$ cat config.mk
export PLATFORM = sky130hd
export DESIGN_NAME = video_timing_gen_cfg
export DESIGN_NICKNAME = d
export VERILOG_FILES = /design/src/rtl/video_timing_gen_cfg.sv
export SDC_FILE = /design/constraint.sdc
export NUM_CORES = 1
export LEC_CHECK = 0
export BUFFER_PORTS_ARGS = -buffer_cell sky130_fd_sc_hd__clkbuf_2
export CORE_ASPECT_RATIO = 2
export CORE_MARGIN = 2
export CORE_UTILIZATION = 60
export DETAILED_ROUTE_END_ITERATION = 16
export PLACE_DENSITY = 0.8
export SLEW_MARGIN = 20
export SYNTH_ARGS = -nofsm -noshare
export SYNTH_HDL_FRONTEND = slang
export SYNTH_SLANG_ARGS = --single-unit
$ cat constraint.sdc
create_clock -name clk_pixel_in -period 10.4 [get_ports clk_pixel_in]
set_clock_uncertainty 0.15 [all_clocks]
set_input_delay 0.52 -clock clk_pixel_in [delete_from_list [all_inputs] [get_ports clk_pixel_in]]
set_output_delay 0.52 -clock clk_pixel_in [all_outputs]
set_load 0.02 [all_outputs]
$ cat src/rtl/video_timing_gen_cfg.sv
`default_nettype none
// ============================================================================
// Module      : video_timing_gen_cfg
// Description : Runtime-reconfigurable video timing generator. Produces pixel
//               counters, active-high syncs, active-draw, new-frame and a
//               frame counter. New timing arrives over a valid/ready port,
//               is checked, held in a shadow register and applied only on a
//               frame boundary. A SYNC_DELAY-deep shift register provides
//               copies of hs/vs/ad/nf aligned to downstream pipeline latency.
// Ports       : clk_pixel_in / rst_in (async, active-low)
//               cfg_*_in, cfg_valid_in, cfg_ready_out  - config handshake
//               cfg_err_out, cfg_applied_out           - one-cycle pulses
//               hcount_out, vcount_out, hs/vs/ad/nf_out, fc_out
//               hs/vs/ad/nf_d_out                      - delayed flags
// Revision    : 1.0 - initial release
// ============================================================================
module video_timing_gen_cfg #(
    parameter int H_BITS       = 11,
    parameter int V_BITS       = 10,
    parameter int FC_BITS      = 6,
    parameter int SYNC_DELAY   = 2,
    parameter int DEF_H_ACTIVE = 1280,
    parameter int DEF_H_FP     = 110,
    parameter int DEF_H_SYNC   = 40,
    parameter int DEF_H_BP     = 220,
    parameter int DEF_V_ACTIVE = 720,
    parameter int DEF_V_FP     = 5,
    parameter int DEF_V_SYNC   = 5,
    parameter int DEF_V_BP     = 20,
    parameter int DEF_FC_MAX   = 60
) (
    input  logic               clk_pixel_in,
    input  logic               rst_in,
    input  logic               cfg_valid_in,
    output logic               cfg_ready_out,
    input  logic [H_BITS-1:0]  cfg_h_active_in,
    input  logic [H_BITS-1:0]  cfg_h_fp_in,
    input  logic [H_BITS-1:0]  cfg_h_sync_in,
    input  logic [H_BITS-1:0]  cfg_h_bp_in,
    input  logic [V_BITS-1:0]  cfg_v_active_in,
    input  logic [V_BITS-1:0]  cfg_v_fp_in,
    input  logic [V_BITS-1:0]  cfg_v_sync_in,
    input  logic [V_BITS-1:0]  cfg_v_bp_in,
    input  logic [FC_BITS-1:0] cfg_fc_max_in,
    output logic               cfg_err_out,
    output logic               cfg_applied_out,
    output logic [H_BITS-1:0]  hcount_out,
    output logic [V_BITS-1:0]  vcount_out,
    output logic               hs_out,
    output logic               vs_out,
    output logic               ad_out,
    output logic               nf_out,
    output logic [FC_BITS-1:0] fc_out,
    output logic               hs_d_out,
    output logic               vs_d_out,
    output logic               ad_d_out,
    output logic               nf_d_out
);

    localparam int HT_BITS = H_BITS + 2;
    localparam int VT_BITS = V_BITS + 2;

    typedef struct packed {
        logic [H_BITS-1:0]  h_active;
        logic [H_BITS-1:0]  h_fp;
        logic [H_BITS-1:0]  h_sync;
        logic [H_BITS-1:0]  h_bp;
        logic [V_BITS-1:0]  v_active;
        logic [V_BITS-1:0]  v_fp;
        logic [V_BITS-1:0]  v_sync;
        logic [V_BITS-1:0]  v_bp;
        logic [FC_BITS-1:0] fc_max;
    } timing_t;

    typedef enum logic [0:0] {
        S_IDLE    = 1'b0,
        S_PENDING = 1'b1
    } cfg_state_t;

    localparam timing_t c_DEF_TIMING = '{
        h_active: H_BITS'(DEF_H_ACTIVE), h_fp: H_BITS'(DEF_H_FP),
        h_sync:   H_BITS'(DEF_H_SYNC),   h_bp: H_BITS'(DEF_H_BP),
        v_active: V_BITS'(DEF_V_ACTIVE), v_fp: V_BITS'(DEF_V_FP),
        v_sync:   V_BITS'(DEF_V_SYNC),   v_bp: V_BITS'(DEF_V_BP),
        fc_max:   FC_BITS'(DEF_FC_MAX)
    };

    // Reset parks the counters on the last blanking pixel so the first
    // clock edge after release lands on (0,0).
    localparam logic [H_BITS-1:0] c_DEF_H_LAST =
        H_BITS'(DEF_H_ACTIVE + DEF_H_FP + DEF_H_SYNC + DEF_H_BP - 1);
    localparam logic [V_BITS-1:0] c_DEF_V_LAST =
        V_BITS'(DEF_V_ACTIVE + DEF_V_FP + DEF_V_SYNC + DEF_V_BP - 1);

    function automatic logic [HT_BITS-1:0] h_total(input timing_t t);
        return HT_BITS'(t.h_active) + HT_BITS'(t.h_fp)
             + HT_BITS'(t.h_sync)   + HT_BITS'(t.h_bp);
    endfunction

    function automatic logic [VT_BITS-1:0] v_total(input timing_t t);
        return VT_BITS'(t.v_active) + VT_BITS'(t.v_fp)
             + VT_BITS'(t.v_sync)   + VT_BITS'(t.v_bp);
    endfunction

    cfg_state_t         r_state, w_state_next;
    timing_t            r_live, r_shadow, w_offer;
    logic [H_BITS-1:0]  r_hcount, w_hcount_nxt;
    logic [V_BITS-1:0]  r_vcount, w_vcount_nxt;
    logic               r_hs, r_vs, r_ad, r_nf;
    logic [FC_BITS-1:0] r_fc;
    logic               r_cfg_err, r_cfg_applied;
    logic               w_shadow_load, w_err_nxt, w_apply, w_accept, w_offer_bad;
    logic               w_h_last, w_v_last, w_boundary;
    logic               w_hs_nxt, w_vs_nxt, w_ad_nxt, w_nf_nxt;
    logic [HT_BITS-1:0] w_h_tot, w_off_h_tot, w_hs_start, w_hn_ext;
    logic [VT_BITS-1:0] w_v_tot, w_off_v_tot, w_vs_start, w_vn_ext;
    logic [H_BITS-1:0]  w_e_h_active, w_e_h_fp, w_e_h_sync;
    logic [V_BITS-1:0]  w_e_v_active, w_e_v_fp, w_e_v_sync;

    assign w_offer = '{
        h_active: cfg_h_active_in, h_fp: cfg_h_fp_in,
        h_sync:   cfg_h_sync_in,   h_bp: cfg_h_bp_in,
        v_active: cfg_v_active_in, v_fp: cfg_v_fp_in,
        v_sync:   cfg_v_sync_in,   v_bp: cfg_v_bp_in,
        fc_max:   cfg_fc_max_in
    };

    assign w_off_h_tot = h_total(w_offer);
    assign w_off_v_tot = v_total(w_offer);
    assign w_offer_bad = (cfg_h_active_in == '0) || (cfg_h_sync_in == '0)
                      || (cfg_v_active_in == '0) || (cfg_v_sync_in == '0)
                      || (cfg_fc_max_in == '0)
                      || (w_off_h_tot >= HT_BITS'(1 << H_BITS))
                      || (w_off_v_tot >= VT_BITS'(1 << V_BITS));

    // Ready stays low through the cfg_applied cycle.
    assign cfg_ready_out = (r_state == S_IDLE) && !r_cfg_applied;
    assign w_accept      = cfg_valid_in && cfg_ready_out;

    assign w_h_tot    = h_total(r_live);
    assign w_v_tot    = v_total(r_live);
    assign w_h_last   = ({2'b00, r_hcount} == (w_h_tot - HT_BITS'(1)));
    assign w_v_last   = ({2'b00, r_vcount} == (w_v_tot - VT_BITS'(1)));
    assign w_boundary = w_h_last && w_v_last;

    assign w_hcount_nxt = w_h_last ? '0 : r_hcount + H_BITS'(1);
    assign w_vcount_nxt = !w_h_last ? r_vcount :
                          (w_v_last ? '0 : r_vcount + V_BITS'(1));

    always_ff @(posedge clk_pixel_in or negedge rst_in) begin
        if (!rst_in) r_state <= S_IDLE;
        else         r_state <= w_state_next;
    end

    always_comb begin
        w_state_next  = r_state;
        w_shadow_load = 1'b0;
        w_err_nxt     = 1'b0;
        w_apply       = 1'b0;
        case (r_state)
            S_IDLE: begin
                if (w_accept) begin
                    if (w_offer_bad) begin
                        w_err_nxt = 1'b1;
                    end else begin
                        w_shadow_load = 1'b1;
                        w_state_next  = S_PENDING;
                    end
                end
            end
            S_PENDING: begin
                if (w_boundary) begin
                    w_apply      = 1'b1;
                    w_state_next = S_IDLE;
                end
            end
            default: w_state_next = S_IDLE;
        endcase
    end

    // Flags are computed for the pixel about to be presented, so at an apply
    // boundary they must already use the shadow timing.
    assign w_e_h_active = w_apply ? r_shadow.h_active : r_live.h_active;
    assign w_e_h_fp     = w_apply ? r_shadow.h_fp     : r_live.h_fp;
    assign w_e_h_sync   = w_apply ? r_shadow.h_sync   : r_live.h_sync;
    assign w_e_v_active = w_apply ? r_shadow.v_active : r_live.v_active;
    assign w_e_v_fp     = w_apply ? r_shadow.v_fp     : r_live.v_fp;
    assign w_e_v_sync   = w_apply ? r_shadow.v_sync   : r_live.v_sync;

    assign w_hn_ext   = {2'b00, w_hcount_nxt};
    assign w_vn_ext   = {2'b00, w_vcount_nxt};
    assign w_hs_start = HT_BITS'(w_e_h_active) + HT_BITS'(w_e_h_fp);
    assign w_vs_start = VT_BITS'(w_e_v_active) + VT_BITS'(w_e_v_fp);
    assign w_hs_nxt   = (w_hn_ext >= w_hs_start)
                     && (w_hn_ext < (w_hs_start + HT_BITS'(w_e_h_sync)));
    assign w_vs_nxt   = (w_vn_ext >= w_vs_start)
                     && (w_vn_ext < (w_vs_start + VT_BITS'(w_e_v_sync)));
    assign w_ad_nxt   = (w_hcount_nxt < w_e_h_active) && (w_vcount_nxt < w_e_v_active);
    assign w_nf_nxt   = (w_hcount_nxt == w_e_h_active) && (w_vcount_nxt == w_e_v_active);

    always_ff @(posedge clk_pixel_in or negedge rst_in) begin
        if (!rst_in) begin
            r_live        <= c_DEF_TIMING;
            r_shadow      <= c_DEF_TIMING;
            r_hcount      <= c_DEF_H_LAST;
            r_vcount      <= c_DEF_V_LAST;
            r_hs          <= 1'b0;
            r_vs          <= 1'b0;
            r_ad          <= 1'b0;
            r_nf          <= 1'b0;
            r_fc          <= '0;
            r_cfg_err     <= 1'b0;
            r_cfg_applied <= 1'b0;
        end else begin
            r_hcount      <= w_hcount_nxt;
            r_vcount      <= w_vcount_nxt;
            r_hs          <= w_hs_nxt;
            r_vs          <= w_vs_nxt;
            r_ad          <= w_ad_nxt;
            r_nf          <= w_nf_nxt;
            r_cfg_err     <= w_err_nxt;
            r_cfg_applied <= w_apply;
            if (w_apply)       r_live   <= r_shadow;
            if (w_shadow_load) r_shadow <= w_offer;
            // nf never coincides with (0,0) since active sizes are non-zero,
            // so the live fc_max is the right modulus here.
            if (w_apply) begin
                r_fc <= '0;
            end else if (w_nf_nxt) begin
                r_fc <= (r_fc >= (r_live.fc_max - FC_BITS'(1))) ? '0 : r_fc + FC_BITS'(1);
            end
        end
    end

    assign hcount_out      = r_hcount;
    assign vcount_out      = r_vcount;
    assign hs_out          = r_hs;
    assign vs_out          = r_vs;
    assign ad_out          = r_ad;
    assign nf_out          = r_nf;
    assign fc_out          = r_fc;
    assign cfg_err_out     = r_cfg_err;
    assign cfg_applied_out = r_cfg_applied;

    generate
        if (SYNC_DELAY == 0) begin : g_no_delay
            assign {hs_d_out, vs_d_out, ad_d_out, nf_d_out} = {r_hs, r_vs, r_ad, r_nf};
        end else begin : g_delay
            logic [3:0] r_pipe [SYNC_DELAY];
            always_ff @(posedge clk_pixel_in or negedge rst_in) begin
                if (!rst_in) begin
                    for (int i = 0; i < SYNC_DELAY; i++) r_pipe[i] <= '0;
                end else begin
                    r_pipe[0] <= {r_hs, r_vs, r_ad, r_nf};
                    for (int i = 1; i < SYNC_DELAY; i++) r_pipe[i] <= r_pipe[i-1];
                end
            end
            assign {hs_d_out, vs_d_out, ad_d_out, nf_d_out} = r_pipe[SYNC_DELAY-1];
        end
    endgenerate

endmodule
`default_nettype wire

==> summary.md <==
| Metric | Value |
|---|---|
| Outcome | completed |
| CP required | 10.62 ns |
| Mean Syn Cell Area | 10.1 um^2 |
| Initial antenna violation count | 0 |
| Num CTS Buffers | 21 |
| CP Max Fanout | 47 |
| Pre-CTS WS | 1.44 ns |
| Largest net degree at the start of global routing | 109 |
| Rows | 85 |
| First-pass GRT wire length | 62900 um |
| Setup Fix Bufs, Post-CTS | 0 |
| TritonRoute pass-1 iters | 5 |
| Register area share after synthesis | 0.349 |
| Clock Tree Buf Depth | 3 |
| Synth cell types | 81 |
| Initial Util | 0.606 |
| Worst slew pin tran | 0.872 ns |
| Setup CP Type | reg2reg |
| Crit path DAT | 9.36 ns |
| IO Count | 131 |
| Commonest non-fill, non-tap cells in the layout | 227 x nand2_1, 180 x ha_1, 177 x inv_1 |
| Core area | 26700 um^2 |
| Hold-fix buffers, CTS | 1 |
| Endpoint class of the critical path | flip-flop |
| Clock latency on the worst-skew pair | 0.51 ns |
| Most used DFF post-synth | dfrtp_1 |
| Setup repair after global routing missed its margin | no |
| DR WL/cell | 18.1 um |
| Largest cells by area after synthesis | dfrtp_1 24%, ha_1 14%, dfstp_2 11% |
| Startpoint types | flip-flop |
| Crit-path slowest cell | and3_4 |
| Final hold vios | 0 |
| N_diodes | 0 |
| Peak Freq | 0.109 GHz |
| Clk sinks | 222 |
| Pwr Total | 1.80 mW |
| Syn. warnings | 0 |
| Hold Path Class | in2reg |
| Fin crit share | 0.879 |
| Max transition margin | 0.419 |
| Max H-tree Level | 1 |
| Vias per std cell | 5.68 |
| Post-DRT Antenna Nets | 0 |
| # DRC | 0 |
| Cell area after synthesis | 16200 um^2 |
| Yosys reg bits | 222 |
| P_leak | 9.17 nW |
| Vias in the first global route | 12200 |
| Post-synth EDFFs | 0 |
| Maximum VDD drop | 0.000102 V |
| Cell type with the largest total area after synthesis | dfrtp_1 |
| CP dominant cell by count | inv_1 |
| Post-DP HPWL | 30700 um |
| Ys async rst share | 1.00 |
| GRT overflow | 0 |
| Total Routing Usage GR | 0.281 |
| Routed wire length | 38000 um |
| Final worst slack | 1.26 ns |
| Share of cells above drive strength 1 | 0.194 |
| Top-area cell type share of the netlist area | 0.237 |
| Post-Syn Nets | 1967 |
| Max-slew violations | 0 |
| Commonest non-fill, non-tap cell in the layout | nand2_1 |
| Area growth syn-to-layout | 10.2% |
| Die width | 120 um |
| Nets@finish | 2093 |
| Layout filler cell count | 2081 |
| Worst stage delay on the critical path | 0.59 ns |
| Final Core Density | 0.667 |
| R2r setup slk | 1.26 ns |
| Layout Cell Area excl Fill | 17800 um^2 |
| PostCTS Resize Cnt | 0 |
| Die area | 28400 um^2 |
| Power density cells | 101 nW/um^2 |
| TritonCTS clock tree | done |
| Synthesized instance count | 1608 |
| DIE HEIGHT | 236 um |
| Count of input and output buffers | 130 |
| Root Buffer | clkbuf_16 |
| Post-Route Setup TNS | 0 ns |
| Post-Place Cell Area | 17200 um^2 |
| RePlAce Congestion | 0.993 |
| # Max-Cap Violations | 0 |
| Starting DRT DRC Count | 814 |
| Endpoints failing setup | 0 |
| Vias | 11900 |
| CTS clk-pin slew, worst paths | 0.07 ns |
| Min Tclk post-route | 9.14 ns |
==> final timing paths <==
check,startpoint,end,cells past startpoint
min,cfg_fc_max_in[0],r_shadow[0],2
max in group asynchronous,rst_in,r_live[84],3
min in group asynchronous,rst_in,r_live[32],2
max reg2reg,r_live[17],vs_out,37
max,r_live[17],vs_out,37
min reg2reg,g_delay.r_pipe[5],ad_d_out,0
==> sequential cells by signal, summed over array words and instances (netlist names), 4 cells and up <==
name            count
r_shadow           90
hcount_out         11
g_delay.r_pipe      4
fc_out              6
r_live             90
vcount_out         10
==> synth_stat cells, types with 3 or more instances <==
cell type  instances
dfstp_2           69
mux2_1            21
xnor2_1           41
o21a_1             6
a211oi_1           8
o21bai_1          16
a21o_1            39
fa_1              86
nor4_1            15
nand2_1          227
a21oi_1           70
o211ai_1           6
mux2_2            70
clkbuf_1          11
nand2b_1          14
a211o_1            4
nand3b_1           4
nor3_1            11
and3_1            11
mux2i_1            4
ha_1             180
a2111oi_2          3
xor2_1            37
nor2b_1           19
and2_1             3
buf_2             24
a31oi_1            5
nand4_1           10
o21ai_0          107
nor3b_1            6
o31ai_1            5
inv_1            177
nand3_1           25
nor2_1            62
dfrtp_1          153
==> critical path, delay by kind of cell (launching register included) <==
kind	cells	cell delay, ns
AO/OA/AOI/OAI	14	2.68
XOR/XNOR	3	0.60
adder cells (fa/ha/maj)	8	2.77
buffers and inverters	8	0.90
flip-flops	1	0.32
AND/OR/NAND/NOR	4	1.56
==> logic make-up after synthesis <==
kind of cell / share of synthesized area
flip-flops: 0.349
buffers and inverters: 0.0522
adder cells (fa/ha/maj): 0.247
multiplexers: 0.0668
AO/OA/AOI/OAI: 0.119
XOR/XNOR: 0.0443
AND/OR/NAND/NOR: 0.122
==> per-stage QoR <==
step / std cells / hold WS, ns
after floorplan: 1608 / 0.0744
after global placement: 2058 / 0.184
after detailed placement: 2058 / 0.189
after CTS: 2094 / 0.0851
after global routing: 2094 / 0.0855
final: 2094 / 0.100
==> power by group <==
part / switching, mW / internal (mW)
clock network: 0.336 / 0.407
logic: 0.108 / 0.0807
registers: 0 / 0.865
total: 0.444 / 1.35
==> area by class of cell <==
| type | count | area [um^2] | share of cell area |
|---|---|---|---|
| Sequential cell | 222 | 5640 | 0.317 |
| Multi-Input combinational cell | 1171 | 9690 | 0.544 |
| Clock buffer | 26 | 554 | 0.0311 |
| Clock inverter | 9 | 86.3 | 0.00485 |
| Inverter | 178 | 668 | 0.0375 |
| Timing Repair Buffer | 140 | 738 | 0.0414 |
| Tap cell | 348 | 435 | 0.0244 |
==> metal layers <==
layer  wire length [um]  track usage  up-vias
met2              17900        0.451      361
li1                   -            -     5720
met3               1880       0.0314       77
met5                  0            0        -
met4               1420        0.101        0
met1              16800        0.394     5745
Power figures use the tool's default switching activity.
